<file path="config.mk">
export PLATFORM = sky130hd
export DESIGN_NAME = op_fetch_sequencer
export DESIGN_NICKNAME = d
export VERILOG_FILES = /design/src/rtl/op_fetch_sequencer.sv
export SDC_FILE = /design/constraint.sdc
export NUM_CORES = 1
export LEC_CHECK = 0
export ABC_CLOCK_PERIOD_IN_PS = 1800
export CAP_MARGIN = 25
export CORE_MARGIN = 5
export CORE_UTILIZATION = 30
export DETAILED_ROUTE_END_ITERATION = 16
export PLACE_DENSITY = 0.62
export REMOVE_ABC_BUFFERS = 1
export SETUP_SLACK_MARGIN = 0.3
export SYNTH_ARGS = -nofsm -noshare
export SYNTH_HDL_FRONTEND = slang
export SYNTH_SLANG_ARGS = --single-unit
</file>
<file path="constraint.sdc">
create_clock -name clk -period 1.8 [get_ports clk]
set_input_delay 0.36 -clock clk [delete_from_list [all_inputs] [get_ports clk]]
set_output_delay 0.36 -clock clk [all_outputs]
set_load 0.01 [all_outputs]
</file>
<file path="src/rtl/op_fetch_sequencer.sv">
// Opcode fetch / T-cycle / interrupt sequencer for the CPU core.
// Optional OP_SEQ_PERF_EN adds a retired-fetch counter (instr_count).
module op_fetch_sequencer #(
  parameter int RESET_CYCLES = 7,
  parameter int T_W          = 3
) (
  input  logic           clk,
  input  logic           reset,
  input  logic           cpu_en,
  input  logic           rdy,
  input  logic           exec_done,
  input  logic           nmi_n,
  input  logic           irq_n,
  input  logic           i_flag,
  output logic           op_write,
  output logic           op_force_brk,
  output logic           sync,
  output logic [T_W-1:0] t_cycle,
  output logic [1:0]     int_kind,
  output logic           int_ack,
`ifdef OP_SEQ_PERF_EN
  output logic [31:0]    instr_count,
`endif
  output logic           halted
);

  typedef enum logic [1:0] {
    RST_SEQ = 2'd0,
    FETCH   = 2'd1,
    EXEC    = 2'd2,
    HALT    = 2'd3
  } state_e;

  localparam logic [T_W-1:0] T_MAX  = {T_W{1'b1}};
  localparam logic [T_W-1:0] T_RLST = T_W'(RESET_CYCLES - 1);
  localparam logic [1:0] K_NONE = 2'b00;
  localparam logic [1:0] K_IRQ  = 2'b01;
  localparam logic [1:0] K_NMI  = 2'b10;
  localparam logic [1:0] K_RST  = 2'b11;

  state_e         state_q, state_d;
  logic [T_W-1:0] t_q, t_d;
  logic [1:0]     kind_q, kind_d;
  logic           pend_q, pend_d;
  logic           prev_q, prev_d;

  logic       adv;
  logic       take_nmi;
  logic       take_irq;
  logic       nmi_fell;
  logic [1:0] fetch_kind;

  assign adv      = cpu_en & rdy;
  assign take_nmi = pend_q;
  assign take_irq = ~pend_q & ~irq_n & ~i_flag;
  assign nmi_fell = cpu_en & prev_q & ~nmi_n;
  assign t_cycle  = t_q;

  // Next-state, T-counter, interrupt pick and combinational strobes
  always_comb begin
    state_d      = state_q;
    t_d          = t_q;
    kind_d       = kind_q;
    pend_d       = pend_q;
    prev_d       = prev_q;
    op_write     = 1'b0;
    op_force_brk = 1'b0;
    sync         = 1'b0;
    int_ack      = 1'b0;
    halted       = 1'b0;
    int_kind     = kind_q;
    fetch_kind   = take_nmi ? K_NMI :
                   take_irq ? K_IRQ : K_NONE;

    // NMI edge detector runs on cpu_en even while the bus is stalled
    if (cpu_en) prev_d = nmi_n;

    unique case (state_q)
      RST_SEQ: begin
        if (adv) begin
          if (t_q == T_RLST) begin
            state_d = FETCH;
            t_d     = '0;
          end else begin
            t_d = t_q + 1'b1;
          end
        end
      end
      FETCH: begin
        sync         = 1'b1;
        op_write     = rdy;
        op_force_brk = take_nmi | take_irq;
        int_ack      = (take_nmi | take_irq) & rdy;
        int_kind     = fetch_kind;
        if (adv) begin
          kind_d  = fetch_kind;
          state_d = EXEC;
          t_d     = T_W'(1);
          if (take_nmi) pend_d = 1'b0;
        end
      end
      EXEC: begin
        if (adv) begin
          if (exec_done) begin
            state_d = FETCH;
            t_d     = '0;
          end else if (t_q == T_MAX) begin
            state_d = HALT;
          end else begin
            t_d = t_q + 1'b1;
          end
        end
      end
      HALT: begin
        halted = 1'b1;
      end
      default: state_d = RST_SEQ;
    endcase

    // A new edge on the consuming cycle keeps the request pending
    if (nmi_fell) pend_d = 1'b1;
  end

  // Sequencer state registers
  always_ff @(posedge clk) begin
    if (reset) begin
      state_q <= RST_SEQ;
      t_q     <= '0;
      kind_q  <= K_RST;
      pend_q  <= 1'b0;
      prev_q  <= 1'b1;
    end else begin
      state_q <= state_d;
      t_q     <= t_d;
      kind_q  <= kind_d;
      pend_q  <= pend_d;
      prev_q  <= prev_d;
    end
  end

`ifdef OP_SEQ_PERF_EN
  logic [31:0] cnt_q, cnt_d;

  // Count every accepted fetch, injected BRK included
  always_comb begin
    cnt_d = cnt_q;
    if (state_q == FETCH && adv) cnt_d = cnt_q + 32'd1;
  end

  // Fetch counter register
  always_ff @(posedge clk) begin
    if (reset) cnt_q <= '0;
    else       cnt_q <= cnt_d;
  end

  assign instr_count = cnt_q;
`endif

endmodule

</file>
==> results of run 1 <==
-- flip-flops by register name (all words and copies together), names as in the netlist --
name and count:
pend_q 1, prev_q 1, kind_q 2, state_q 2
t_cycle 3
-- cell type report --
type,instances,share of cell area (%)
flip-flops and latches,9,16.8
inverters,4,1.79
well taps,27,3.03
repair buffers,33,26.6
multi-input cells,51,49.4
clock buffers,4,2.35
-- stage by stage --
step           utilization [%]  hold slack (ns)
2_1_floorplan                -            0.425
3_3_place_gp              46.0            0.452
3_5_place_dp              46.0            0.466
4_1_cts                   52.7            0.485
5_1_grt                   55.2            0.524
6_report                  55.2            0.480
-- repair_timing --
action                                 4_1_cts  5_1_grt
pin swaps                                   10        5
endpoints found under the hold margin        0        0
setup endpoints to repair                   15       12
buffers inserted                             2        0
resized for setup                           63       12
gates cloned                                 0        0
-- layer usage --
metal / routed length [µm] / track usage, %
met1: 776 / 12.6
met2: 835 / 20.1
met3: 110 / 3.90
met4: 36 / 6.44
met5: 0 / 0
-- final timing paths --
path                            cells after the start       start          to
worst min-delay path                                2   kind_q[1]   kind_q[1]
worst max register to register                      7  state_q[0]  state_q[1]
worst min register to register                      2   kind_q[1]   kind_q[1]
worst max-delay path                                7  state_q[0]  state_q[1]
-- critical path, delay by kind of cell, from the launching register on --
kind            cells  cell delay, ns
compound gates      3            0.71
flops               1            0.37
buf+inv             2            0.16
fa+ha+maj           1            0.16
simple gates        1            0.15
-- cell families after synthesis --
logic type	share of synthesized area, %
adders and majority gates	17.3
buffers and inverters	6.91
muxes	6.72
DFF	27.6
AOI/OAI and AO/OA	18.8
and+or+nand+nor	22.6
-- where the power goes --
group	switching, mW	internal [mW]
combinational	0.102	0.131
clock	0.0823	0.0859
sequential	0.00999	0.211
-- cells in the final DEF (no fill, tap or decap), types with 2 or more instances in the layout --
cell / instances
buf_4: 12
buf_6: 9
dlygate4sd2_1: 8
ha_4: 6
nor2_1: 5
dfxtp_1: 5
nand2_1: 4
nand3_1: 3
clkbuf_4: 3
clkdlybuf4s50_1: 3
dfxtp_2: 3
inv_2: 2
mux2_4: 2
nor2b_1: 2
nand3b_1: 2
a21oi_2: 2
o21ai_0: 2
ha_2: 2
==> results by group, run 1 <==
Routing
  – Final ANT Viol Nets: 0
  – WL per Instance: 13.7 µm
  – Routed vias: 627
  – Final WL: 1760 µm
  – DRC violations left: 0
  – TritonRoute pass-1 iters: 4
  – Routed vias/inst: 4.90
  – First DRT Iteration DRCs: 9

GRT
  – Vias in the first global route: 677
  – Largest net degree at the start of global routing: 7
  – GRT Total Usage: 11.8%
  – Initial antenna violation count: 0
  – Grt ovf: 0
  – First-pass GRT wire length: 2960 µm

Worst setup path
  – Critical path cell sequence: buf_6, inv_6, ha_4, nor3b_4, a2111oi_4, o2111ai_1, o31ai_1
  – CP required: 1.97 ns
  – Critical Path AT: 1.82 ns
  – Critical Path Max Stage Delay: 0.38 ns
  – R2R setup slack: 0.15 ns
  – Setup crit end kind: register
  – Startpoint Class: register
  – Crit Path Class: reg2reg
  – CP Max Fanout: 5
  – Crit-path slowest cell: a2111oi_4

Timing
  – RSZ-0062 raised after global routing: true
  – Max Fclk: 606 MHz
  – Crit path time final: 1.65 ns
  – Final Skew: 0.00184 ns
  – Slew Limit Fails: 0
  – Hold Fails Final Rpt: 0
  – Final setup viols: 0
  – Slew @ Worst Pin: 0.377 ns
  – Final worst path period share: 91.6%
  – Slew headroom: 74.9%
  – Setup TNS: 0 ns
  – Worst Setup Slack, final: 0.151 ns

Die
  – Effective utilization at floorplan: 32.2%
  – Ports: 18
  – Std cell rows: 16
  – Die Wd: 56.6 µm
  – Core area: 2020 µm²
  – Die height: 56.6 µm
  – Die Area: 3210 µm²

Synth
  – Post-synth EDFFs: 0
  – Largest area contributor in the netlist: dfxtp_1
  – Post-Syn Area: 652 µm²
  – Unique masters post-synth: 31
  – Asr flop ratio synth: 0%
  – Yosys warns: 0
  – FF+latch count, synth: 9
  – Post-synth top area share: 27.6%
  – Sequential cell area fraction in the yosys report: 27.6%
  – Cells after synthesis: 67
  – Mean Syn Cell Area: 9.73 µm²
  – Top FF cell, synth: dfxtp_1
  – Top post-synthesis cells by count: dfxtp_1 (9), ha_1 (9), nor2_1 (5), inv_1 (4), nand2_1 (4)
  – Top post-synthesis cells by area: dfxtp_1 (28%), ha_1 (17%), mux2_2 (5.2%)

Clock tree
  – TritonCTS sink count: 9
  – Number of buffers created by CTS: 3
  – Hold buffer count at cts: 0
  – CTS tree: built
  – Max Root-Sink Buffers: 2
  – Root buf cell: clkbuf_4
  – Clock Latency Late Sink: 0.27 ns
  – Clock transition at path regs: 0.07 ns
  – H-tree lvl count: 1

Job
  – Max-Cap Viols: 0

Finish
  – Layout cells sized above 1: 54.5%
  – Antenna diode count: 0
  – FF+latch area: 188 µm²
  – Layout area overhead: 71.2%
  – Multi-input logic area: 552 µm²
  – Fillcell total: 177
  – Final Non-Filler Cells: 128
  – # nets final: 119
  – Design area: 1120 µm²

Place
  – Port bufs: 17
  – Placed Area: 931 µm²
  – Worst slack at placement: -0.323 ns
  – Placed cell count: 122
  – Global placement routability congestion: 0.797
  – DP HPWL: 1210 µm

Power and ir drop
  – PwrDens: 558 nW/µm²
  – Leakage: 0.462 nW
  – Overall Power: 0.622 mW
  – Worst vdd ir: 303 µV

Outcome
  – Status: finished, final reports clean

Min path
  – HP Class: reg2reg
Note: power is estimated with default switching activity, not from simulation.
==> inputs of run 2 (changes only) <==
Settings changed: ABC_CLOCK_PERIOD_IN_PS 1800 to 1850, CORE_MARGIN 5 to default, SLEW_MARGIN from default to 20.
Clock period 1.8 ns to 1.85 ns, I/O delays scaled along.
==> results by group, run 2 (synthesis gave the netlist of run 1 again) <==
Outcome
  – Status: finished, final reports clean

Worst setup path
  – CP required: 1.48 ns (-0.49 ns)
  – R2R setup slack: 0.26 ns (+0.11 ns)
  – Critical Path Max Stage Delay: 0.32 ns (-0.06 ns)
  – Critical path cell sequence: inv_2, ha_4, mux2_4, buf_6
  – Top delay family on crit path: flip-flops
  – Worst path bufs/invs: 2 (unchanged)
  – Startpoint Class: register
  – Crit-path slowest cell: dfxtp_2
  – Crit Path Class: reg2out
  – Critical Path AT: 1.25 ns (-0.57 ns)
  – CP Max Fanout: 4 (-1)
  – Setup crit end kind: output port

Job
  – Max-Cap Viols: 0 (unchanged)

Clock tree
  – H-tree lvl count: 1 (unchanged)
  – Clock Latency Late Sink: 0.26 ns (about the same)
  – TritonCTS sink count: 9 (unchanged)
  – CTS tree: built
  – Number of buffers created by CTS: 3 (unchanged)
  – Hold buffer count at cts: 0 (unchanged)
  – Clock transition at path regs: 0.06 ns (about the same)
  – Max Root-Sink Buffers: 2 (unchanged)
  – Root buf cell: clkbuf_4

Place
  – DP HPWL: 1080 µm (-10%)
  – Global placement routability congestion: 0.798 (about the same)
  – Port bufs: 17 (unchanged)

Timing
  – Tightest hold margin: 0.480 ns (+0.0000750 ns)
  – Slew @ Worst Pin: 0.351 ns (-0.0259 ns)
  – Setup TNS: 0 ns (unchanged)
  – Final Skew: 0.00184 ns (-0.00000342 ns)
  – Final setup viols: 0 (unchanged)
  – Crit path time final: 1.62 ns
  – Hold Fails Final Rpt: 0 (unchanged)
  – Max Fclk: 618 MHz
  – Slew headroom: 76.6% (+1.7 points)
  – Final worst path period share: 87.5%
  – RSZ-0062 raised after global routing: true
  – Slew Limit Fails: 0 (unchanged)

GRT
  – First-pass GRT wire length: 2360 µm (-20%)
  – Vias in the first global route: 568 (-16%)
  – GRT Total Usage: 13.2% (+1.4 points)
  – Largest net degree at the start of global routing: 7 (unchanged)
  – Initial antenna violation count: 0 (unchanged)
  – Grt ovf: 0 (unchanged)

Finish
  – Commonest cells after routing, fill and taps aside: buf_4 (15), dlygate4sd2_1 (6), buf_6 (6)
  – Antenna diode count: 0 (unchanged)
  – Commonest non-fill, non-tap cell in the layout: buf_4
  – Layout area overhead: 67.0%
  – Layout cells sized above 1: 56.4% (+2.0 points)
  – Max reg flops: 3 (unchanged)
  – # nets final: 119 (unchanged)

Power and ir drop
  – Overall Power: 0.593 mW (-4.8%)
  – Leakage: 0.462 nW (about the same)
  – Worst vdd ir: 423 µV (+40%)
  – Reg power frac: 36.6% (+1.1 points)
  – Clk pwr share: 25.7% (-1.3 points)
  – Int Pwr: 0.417 mW (-2.6%)
  – Switching pwr: 0.176 mW (-9.5%)
  – PwrDens: 545 nW/µm² (-2.4%)
  – Logic pwr share: 37.7% (+0.2 points)
  – Sw Ratio: 29.7% (-1.6 points)

Die
  – Die Area: 2360 µm² (-26%)
  – Core area: 2000 µm² (-0.99%)
  – Die Wd: 48.6 µm (-14%)
  – Ports: 18 (unchanged)
  – Effective utilization at floorplan: 32.6% (+0.32 points)
  – Die height: 48.6 µm (-14%)
  – Std cell rows: 16 (unchanged)

Routing
  – Final ANT Viol Nets: 0 (unchanged)
  – WL per Instance: 12.4 µm (-9.4%)
  – Routed vias/inst: 4.80 (-2.1%)
  – Final WL: 1590 µm (-9.4%)
  – First DRT Iteration DRCs: 6 (-3)
  – DRC violations left: 0 (unchanged)
  – TritonRoute pass-1 iters: 4 (unchanged)
  – Routed vias: 614 (-2.1%)

Min path
  – HP Class: reg2reg
[run 2: layer usage]
| layer | GRT usage, % | vias up | share of wire [%] |
|---|---|---|---|
| li1 | - | 314 | - |
| met1 | 13.7 | 284 | 46 |
| met2 | 23.4 | 14 | 48 |
| met3 | 5.66 | 2 | 5.0 |
| met4 | 4.41 | 0 | 0.88 |
| met5 | 0 | - | 0 |
[run 2: timing repair]
action	CTS	global route
pin swaps	6	4
cloned	0	0
setup buffers	3	1
gates resized for setup	54	17
endpoints found under the setup margin	14	12
[run 2: worst register-to-register path, stage by stage (launching register included)]
cell      delay, ns
dfxtp_2        0.33
inv_2          0.05
buf_4          0.15
ha_4           0.28
mux2_2         0.36
a221oi_2       0.24
a211oi_2       0.07
[run 2: final timing paths]
| path | from | to | cells past startpoint |
|---|---|---|---|
| max reg2reg | state_q[1] | t_cycle[0] | 6 |
| min reg2reg | kind_q[1] | kind_q[1] | 2 |
| min | kind_q[1] | kind_q[1] | 2 |
| max | state_q[1] | int_kind[0] | 4 |
[run 2: cell type report]
cell class,instances,area (µm²)
inverter,4,15.0
multi-input combinational,51,539
clock buffer,4,26.3
tap,27,33.8
timing repair buffer,33,283
sequential,9,191
fill,174,913
[run 2: power by group through the flow]
stage | logic, mW | registers (mW) | clock network (mW)
final | 0.224 | 0.217 | 0.152
after CTS | 0.201 | 0.215 | 0.158
after global routing | 0.240 | 0.219 | 0.168
after floorplan | 0.0829 | 0.219 | 0
after global placement | 0.175 | 0.217 | 0
after detailed placement | 0.176 | 0.217 | 0
[run 2: through the flow]
step                setup slack [ns]  util [%]  instances  area (µm²)
floorplan                      0.205         -         64         622
global placement              -0.269      45.8        120         916
detailed placement            -0.270      45.8        120         916
CTS                            0.224      51.2        127        1020
global route                   0.193      54.4        128        1090
finish                         0.231      54.4        128        1090
